File: src/rtl/clb_cfg_pkg.sv
// Shared types and helpers for the CLB configuration loader.
// Holds the loader state encoding, the default LUT geometry and the cen one-hot decode.
package clb_cfg_pkg;

   localparam int DEF_ADDR_BITS = 4;
   localparam int DEF_MEM_SIZE  = 2 ** DEF_ADDR_BITS;
   localparam int MAX_LUTS      = 32;

   typedef enum logic [1:0] {
      IDLE,
      LOAD,
      COMMIT,
      DONE
   } cfg_state_t;

   // Callers size-cast the result down to their own LUT count.
   function automatic logic [MAX_LUTS-1:0] lut_onehot(input logic [31:0] idx);
      logic [MAX_LUTS-1:0] oh;
      oh = '0;
      for (int i = 0; i < MAX_LUTS; i++) begin
         oh[i] = (idx == 32'(i));
      end
      return oh;
   endfunction

endpackage

File: src/rtl/cfg_shift_reg.sv
// Serial-in / parallel-out frame assembler: bits enter at the MSB and shift right.
// frame is the look-ahead value including bit_in, so the last bit needs no storage.
module cfg_shift_reg
   import clb_cfg_pkg::*;
#(
   parameter int WIDTH = DEF_MEM_SIZE
) (
   input  logic             cclk,
   input  logic             clr,
   input  logic             shift_en,
   input  logic             bit_in,
   output logic [WIDTH-1:0] frame
);

   logic [WIDTH-1:1] q;

   assign frame = {bit_in, q};

   // NOTE: non-blocking assignment lets every stage sample the pre-edge value, so the shift has no ordering race.
   // NOTE: the partial frame is cleared explicitly so a discarded frame can never leak into the next one.
   always_ff @(posedge cclk) begin
      if (clr) begin
         q <= '0;
      end else if (shift_en) begin
         q <= frame[WIDTH-1:1];
      end
   end

endmodule

File: src/rtl/lut_config_loader.sv
// Serial configuration loader for a group of bit-writable LUT blocks.
// Assembles one frame per LUT and pulses a one-hot cen while the shared config_in is stable.
module lut_config_loader
   import clb_cfg_pkg::*;
#(
   parameter int ADDR_BITS = DEF_ADDR_BITS,
   parameter int MEM_SIZE  = 2 ** ADDR_BITS,
   parameter int NUM_LUTS  = 4,
   parameter int SEL_BITS  = (NUM_LUTS > 1) ? $clog2(NUM_LUTS) : 1
) (
   input  logic                cclk,
   input  logic                rst,
   input  logic                start,
   input  logic                bit_in,
   input  logic                bit_valid,
   output logic                bit_ready,
   output logic [MEM_SIZE-1:0] config_in,
   output logic [NUM_LUTS-1:0] cen,
   output logic [SEL_BITS-1:0] lut_idx,
   output logic                busy,
   output logic                done
);

   localparam int                CNT_BITS = $clog2(MEM_SIZE) + 1;
   localparam logic [CNT_BITS-1:0] LAST_BIT = CNT_BITS'(MEM_SIZE - 1);
   localparam logic [SEL_BITS-1:0] LAST_LUT = SEL_BITS'(NUM_LUTS - 1);

   cfg_state_t          state_q, state_d;
   logic [CNT_BITS-1:0] bit_cnt_q, bit_cnt_d;
   logic [SEL_BITS-1:0] lut_idx_d;
   logic [MEM_SIZE-1:0] config_in_d;
   logic [NUM_LUTS-1:0] cen_d;
   logic                bit_ready_d, busy_d, done_d;
   logic                accept, sr_clr;
   logic [MEM_SIZE-1:0] sr_frame;

   assign accept = (state_q == LOAD) && bit_ready && bit_valid;

   cfg_shift_reg #(
      .WIDTH (MEM_SIZE)
   ) u_shift (
      .cclk     (cclk),
      .clr      (rst | sr_clr),
      .shift_en (accept),
      .bit_in   (bit_in),
      .frame    (sr_frame)
   );

   // NOTE: every output of this block gets a default first, so no path can infer a latch.
   always_comb begin
      state_d     = state_q;
      bit_cnt_d   = bit_cnt_q;
      lut_idx_d   = lut_idx;
      config_in_d = config_in;
      cen_d       = '0;
      bit_ready_d = bit_ready;
      busy_d      = busy;
      done_d      = done;
      sr_clr      = 1'b0;

      case (state_q)
         IDLE, DONE: begin
            if (start) begin
               state_d     = LOAD;
               busy_d      = 1'b1;
               bit_ready_d = 1'b1;
               lut_idx_d   = '0;
               bit_cnt_d   = '0;
               done_d      = 1'b0;
               sr_clr      = 1'b1;
            end
         end
         LOAD: begin
            if (accept) begin
               bit_cnt_d = bit_cnt_q + CNT_BITS'(1);
               // Last bit: publish the frame and strobe cen in the same edge bit_ready drops.
               if (bit_cnt_q == LAST_BIT) begin
                  config_in_d = sr_frame;
                  cen_d       = NUM_LUTS'(lut_onehot(32'(lut_idx)));
                  bit_ready_d = 1'b0;
                  state_d     = COMMIT;
               end
            end
         end
         COMMIT: begin
            sr_clr = 1'b1;
            if (lut_idx == LAST_LUT) begin
               state_d = DONE;
               busy_d  = 1'b0;
               done_d  = 1'b1;
            end else begin
               lut_idx_d   = lut_idx + SEL_BITS'(1);
               bit_cnt_d   = '0;
               bit_ready_d = 1'b1;
               state_d     = LOAD;
            end
         end
         default: begin
            state_d = IDLE;
         end
      endcase
   end

   always_ff @(posedge cclk) begin
      if (rst) begin
         state_q   <= IDLE;
         bit_cnt_q <= '0;
         lut_idx   <= '0;
         config_in <= '0;
         cen       <= '0;
         bit_ready <= 1'b0;
         busy      <= 1'b0;
         done      <= 1'b0;
      end else begin
         state_q   <= state_d;
         bit_cnt_q <= bit_cnt_d;
         lut_idx   <= lut_idx_d;
         config_in <= config_in_d;
         cen       <= cen_d;
         bit_ready <= bit_ready_d;
         busy      <= busy_d;
         done      <= done_d;
      end
   end

endmodule

File: config.mk
export PLATFORM = sky130hd
export DESIGN_NAME = lut_config_loader
export DESIGN_NICKNAME = d
export VERILOG_FILES = /design/src/rtl/clb_cfg_pkg.sv /design/src/rtl/cfg_shift_reg.sv /design/src/rtl/lut_config_loader.sv
export SDC_FILE = /design/constraint.sdc
export NUM_CORES = 1
export LEC_CHECK = 0
export ABC_AREA = 1
export CAP_MARGIN = 30
export CORE_MARGIN = 4
export CORE_UTILIZATION = 50
export DETAILED_ROUTE_END_ITERATION = 16
export GPL_ROUTABILITY_DRIVEN = 0
export PLACE_DENSITY = 0.75
export SLEW_MARGIN = 20
export SYNTH_ARGS = -nofsm -noshare
export SYNTH_HDL_FRONTEND = slang
export SYNTH_SLANG_ARGS = --single-unit
export TNS_END_PERCENT = 1
File: constraint.sdc
create_clock -name cclk -period 1.9 [get_ports cclk]
set_input_delay 0.38 -clock cclk [delete_from_list [all_inputs] [get_ports cclk]]
set_output_delay 0.38 -clock cclk [all_outputs]
set_load 0.005 [all_outputs]
# Word level (Yosys, flattened, before mapping)
# Cells that the tools add are included.
[totals]
out_inout_bits = 25
in_bits = 5
register_bits = 47
elab_cells = 64
[op_classes]
eq_ne = 12
n_mux = 24
bitwise = 4
addsub = 2
reduce_logical = 13
[ops]
columns = ["cell", "count"]
rows = [
  ["two-way mux 5 bit", 3],
  ["one-hot mux 5 bit (3 select lines)", 1],
  ["AND reduction 3 bit", 5],
  ["two-way mux 2 bit", 6],
  ["== test 2 bit, second input constant", 4],
  ["two-way mux 1 bit", 8],
  ["inequality test 2 bit, second input constant", 4],
  ["one-hot mux 1 bit (2 select lines)", 3],
  ["one-hot mux 2 bit (3 select lines)", 1],
  ["adder 5 x 1 -> 5 bit, second input constant", 1],
  ["== test 5 x 4 -> 1 bit, second input constant", 1],
  ["== test 2 x 1 -> 1 bit, second input constant", 2],
  ["zero test 2 bit", 2],
  ["one-hot mux 2 bit (2 select lines)", 1],
  ["AND reduction 4 bit", 1],
  ["OR reduction 4 bit", 1],
  ["NOT 1 bit", 3],
  ["one-hot mux 1 bit (3 select lines)", 1],
  ["adder 2 x 1 -> 2 bit, second input constant", 1],
  ["logical AND 1 bit", 2],
  ["inequality test 2 x 1 -> 1 bit, second input constant", 1],
  ["nonzero test 2 bit", 1],
  ["OR reduction 2 bit", 1],
  ["bitwise OR 1 bit", 1],
]

# Depth between registers and ports, before layout
# Gate-level depths: netlist of the first run.
[depth]
depth_word = 5
ltp_mapped = 10
depth_no_buf = 10

# Cells and area by module
# Synthesis of the first run repeated with hierarchy kept, for this count alone.
[hier_totals]
cells_unflattened = 288
hier_area_um2 = 2100.8
[by_module_without_submodules]
columns = ["mod", "area_per_inst_um2", "n_inst", "cells_per_inst"]
rows = [
  ["lut_config_loader", 1458.9, 1, 192],
  ["cfg_shift_reg", 641.9, 1, 96],
]

# Worst setup path after synthesis of the first run
# OpenSTA, ideal clock, no wires.
[synth_timing]
path_kind = "register to register"
startpoint = "reg bit_cnt_q[0]"
endpoint = "reg config_in[5]"
path_stages_with_launch = 11
arrival_ns = 1.364
setup_ns = 0.116
slack_ns = 0.421
t_required_ns = 1.784
cell_sequence = "dfxtp_1 ha_1 nand2_1 nor2_1 ha_1 inv_1 nor2_8 inv_2 buf_6 nor2_1 nor2_1"
[synth_via]
elab_chain_cells = 2
[synth_lines]
columns = ["item", "line", "rtl"]
rows = [
  ["start: declaration", "lut_config_loader.sv:29", "logic [CNT_BITS-1:0] bit_cnt_q, bit_cnt_d;"],
  ["start signal: assignment", "lut_config_loader.sv:116", "bit_cnt_q <= bit_cnt_d;"],
  ["== test 5 x 4 -> 1 bit", "lut_config_loader.sv:77", "if (bit_cnt_q == LAST_BIT) begin"],
  ["AND reduction 3 bit (no source line)", "-", ""],
  ["end signal: assignment", "lut_config_loader.sv:118", "config_in <= config_in_d;"],
  ["end: declaration", "lut_config_loader.sv:17", "output logic [MEM_SIZE-1:0] config_in,"],
]
# No other way between the ends.
# A chain may end at the register's enable or synchronous reset.

# Worst setup path after layout of the first run
[layout_timing]
startpoint = "reg bit_ready"
endpoint = "out bit_ready"
[layout_lines]
columns = ["item", "line", "rtl"]
rows = [
  ["start: declaration", "lut_config_loader.sv:16", "output logic bit_ready,"],
  ["start signal: assignment", "lut_config_loader.sv:120", "bit_ready <= bit_ready_d;"],
]
# No word-level cell between the ends.

==> results of run 1 <==
==> per-layer routing <==
metal  global-route usage  vias up  part of all wire
met4               0.0585        0             0.012
li1                     -      895                 -
met2                0.244       53              0.43
met5                    0        -                 0
met3               0.0426        4             0.056
met1                0.240      793              0.50
==> power by group through the flow <==
| stage | combinational [mW] | sequential (mW) | clock [mW] |
|---|---|---|---|
| floorplan | 0.672 | 1.14 | 0 |
| global placement | 0.869 | 1.16 | 0 |
| detailed placement | 0.881 | 1.16 | 0 |
| CTS | 0.888 | 1.14 | 0.617 |
| global route | 1.04 | 1.15 | 0.662 |
| finish | 0.888 | 1.14 | 0.590 |
==> path summary, 6_finish.rpt <==
path | endpoint | cells after the start | start
setup / recovery | bit_ready | 1 | bit_ready$_SDFFE_PP0P_
hold / removal | busy$_SDFFE_PP0P_ | 2 | busy$_SDFFE_PP0P_
setup reg to reg | config_in[3]$_SDFFE_PP0P_ | 9 | bit_cnt_q[0]$_SDFFE_PP0P_
hold reg to reg | busy$_SDFFE_PP0P_ | 2 | busy$_SDFFE_PP0P_
==> flip-flops by register name, indices dropped and copies added, names as in the netlist <==
signal,cells
config_in,16
u_shift.q,15
lut_idx,2
busy,1
cen,4
state_q,2
bit_ready,1
bit_cnt_q,5
done,1
==> cell families (layout without fill, tap and decap cells) <==
logic type | Yosys count | after routing | synth area share
simple gates | 121 | 121 | 0.272
flops | 47 | 47 | 0.472
compound gates | 44 | 44 | 0.112
buf+inv | 39 | 70 | 0.0885
fa+ha+maj | 9 | 9 | 0.0565
==> cell type report <==
cell class                      instances  area share
Timing Repair Buffer                   36       0.142
Inverter                               26      0.0406
Clock buffer                            5      0.0286
Tap cell                               48      0.0250
Clock inverter                          3     0.00780
Sequential cell                        47       0.391
Multi-Input combinational cell        174       0.365
==> stage by stage <==
stage	hold WS, ps	std cells	area [um2]
floorplan	438	260	1990
global placement	439	331	2320
detailed placement	439	331	2320
CTS	452	339	2410
global route	481	339	2410
finish	447	339	2410
==> synth_stat cells <==
cell type,n,area [um2]
nor2_1,20,75.1
buf_6,2,22.5
nand3b_1,1,7.51
inv_1,25,93.8
nand3_1,6,30.0
nor2_8,1,20.0
o21bai_1,1,7.51
nand3_4,1,17.5
nand4_1,16,100
ha_1,9,113
nand2_1,75,282
nand3_2,1,10.0
o21ai_1,1,5.00
o21ai_0,5,25.0
buf_2,3,15.0
a21oi_1,37,185
inv_2,1,3.75
dfxtp_1,47,941
clkbuf_1,5,18.8
buf_4,3,22.5
==> results.md, run 1 <==
- Status: complete, no violations
- GRT Overall Usage: 0.168
- Clk slew on worst S/H paths: ~80 ps
- RSZ-0062 raised after global routing: no
- PD cells: roughly 1100 nW/um2
- Fillers: approximately 350
- Grt ovf: 0
- Fin util: 0.643
- Clk buf depth: 2
- Delay-heaviest family, CP: buffers and inverters
- Crit end category: primary output
- Worst path cell trace: clkdlybuf4s50_1
- Sequential cell area: between 900 and 1000 um2
- Via count: about 1700
- CTS tree: built
- Crit-path slowest cell: clkdlybuf4s50_1
- Mapped Area: approximately 2000 um2
- Die X-Extent: 71.2 um
- Post-CTS Setup Inserts: 0
- Fin nets: around 300
- Hold_buf cts: 0
- Mapped Avg Cell Area: 7.67 um2
- Root Buffer: clkbuf_8
- Minimum clock period: between 1500 and 2000 ps
- Fraction of layout cells with a size suffix above 1: 0.0653
- H-tree depth: 2
- Antenna diodes: 0
- Initial antenna violation count: 0
- Setup_tns: 0 ps
- Multi-input gate area in the final layout: about 880 um2
- Clock buffer count from CTS: 5
- Post-cts resize count: 0
- DR DRC count: 0
- Synth Warn #: 0
- Syn_nets: 274
- CP Data Required Time: 1520 ps
- Post-Synthesis Cells: between 200 and 300
- Initial core utilization: 0.533
- Buffers on Ports: 29
- Max-cap viol count: 0
- CP Max Fanout: 5
- Sequential share of power: 0.436
- Leak: 0.963 nW
- Drt wl/cell: about 12 um
- Most common cell after layout, fill and taps aside: nand2_1
- Max-slew headroom: 0.787
- Post-DR vias/cell: 5.15
- Setup violations, final: 0
- Sw Pwr: between 0.9 and 1 mW
- FP Rows: 22
- Setup WS post-layout: around 230 ps
- Nature of the critical path startpoint: flop
- Die footprint: between 5000 and 6000 um2
- Sequential share of the synthesized area: 0.472
- Unique masters post-synth: 20
- ANT nets after route: 0
- Most frequent cells in the layout: nand2_1 (75), dfxtp_1 (47), a21oi_1 (37), clkdlybuf4s50_1 (29), inv_1 (25)
- Clock skew: 6.66 ps
- First-pass GRT wire length: slightly below 7000 um
- Core Area: ~3700 um2
- Worst IR drop on VDD: around 0.7 mV
- CP peak stage delay: around 550 ps
- Area growth syn-to-layout: 20.6%
- Vert. Die Dim: 71.2 um
- I/O pin total: 30
- Tot Pwr: roughly 2.6 mW
- Internal: approximately 1.7 mW
- R2R Setup Slk: around 280 ps
- Critical path class: reg2out
- Final WL: about 3900 um
- Worst Path Arrival: between 1000 and 1500 ps
- First-pass DRT Iterations: 5
- Pre-CTS WS: approximately 190 ps
- Hold Fails Final Rpt: 0
- Yosys reg bits: 47
- Comb pwr share: 0.339
- CTS sink count: 47
- Largest net degree at the start of global routing: 20
- Fmax: approximately 600 MHz
- Final period util: 0.880
- Max-slew violations: 0
- Clk_lat worst skew: ~300 ps
- Hold Crit Class: reg2reg
- Sw Ratio: 0.368
- Initial DRC Count: approximately 130
- Buf+Inv Stages, Crit Path: 1
- HPWL Detailed: roughly 2700 um
- Worst Tran Pin Value: between 300 and 400 ps
- Clock Power Share: 0.225
- Vias in the first global route: roughly 1500
No activity file was read; power rests on OpenSTA's default activity.
==> inputs of run 2 (changes only) <==
CTS_BUF_LIST = sky130_fd_sc_hd__clkbuf_4 sky130_fd_sc_hd__clkbuf_8   (was unset)
==> results of run 2 <==
Final layout, timing and power as in run 1 (identical DEF).
==> inputs of run 3 (changes only) <==
ABC_CLOCK_PERIOD_IN_PS = 1900   (was unset)
==> results of run 3 <==
Final layout, timing and power as in run 1 (identical DEF).
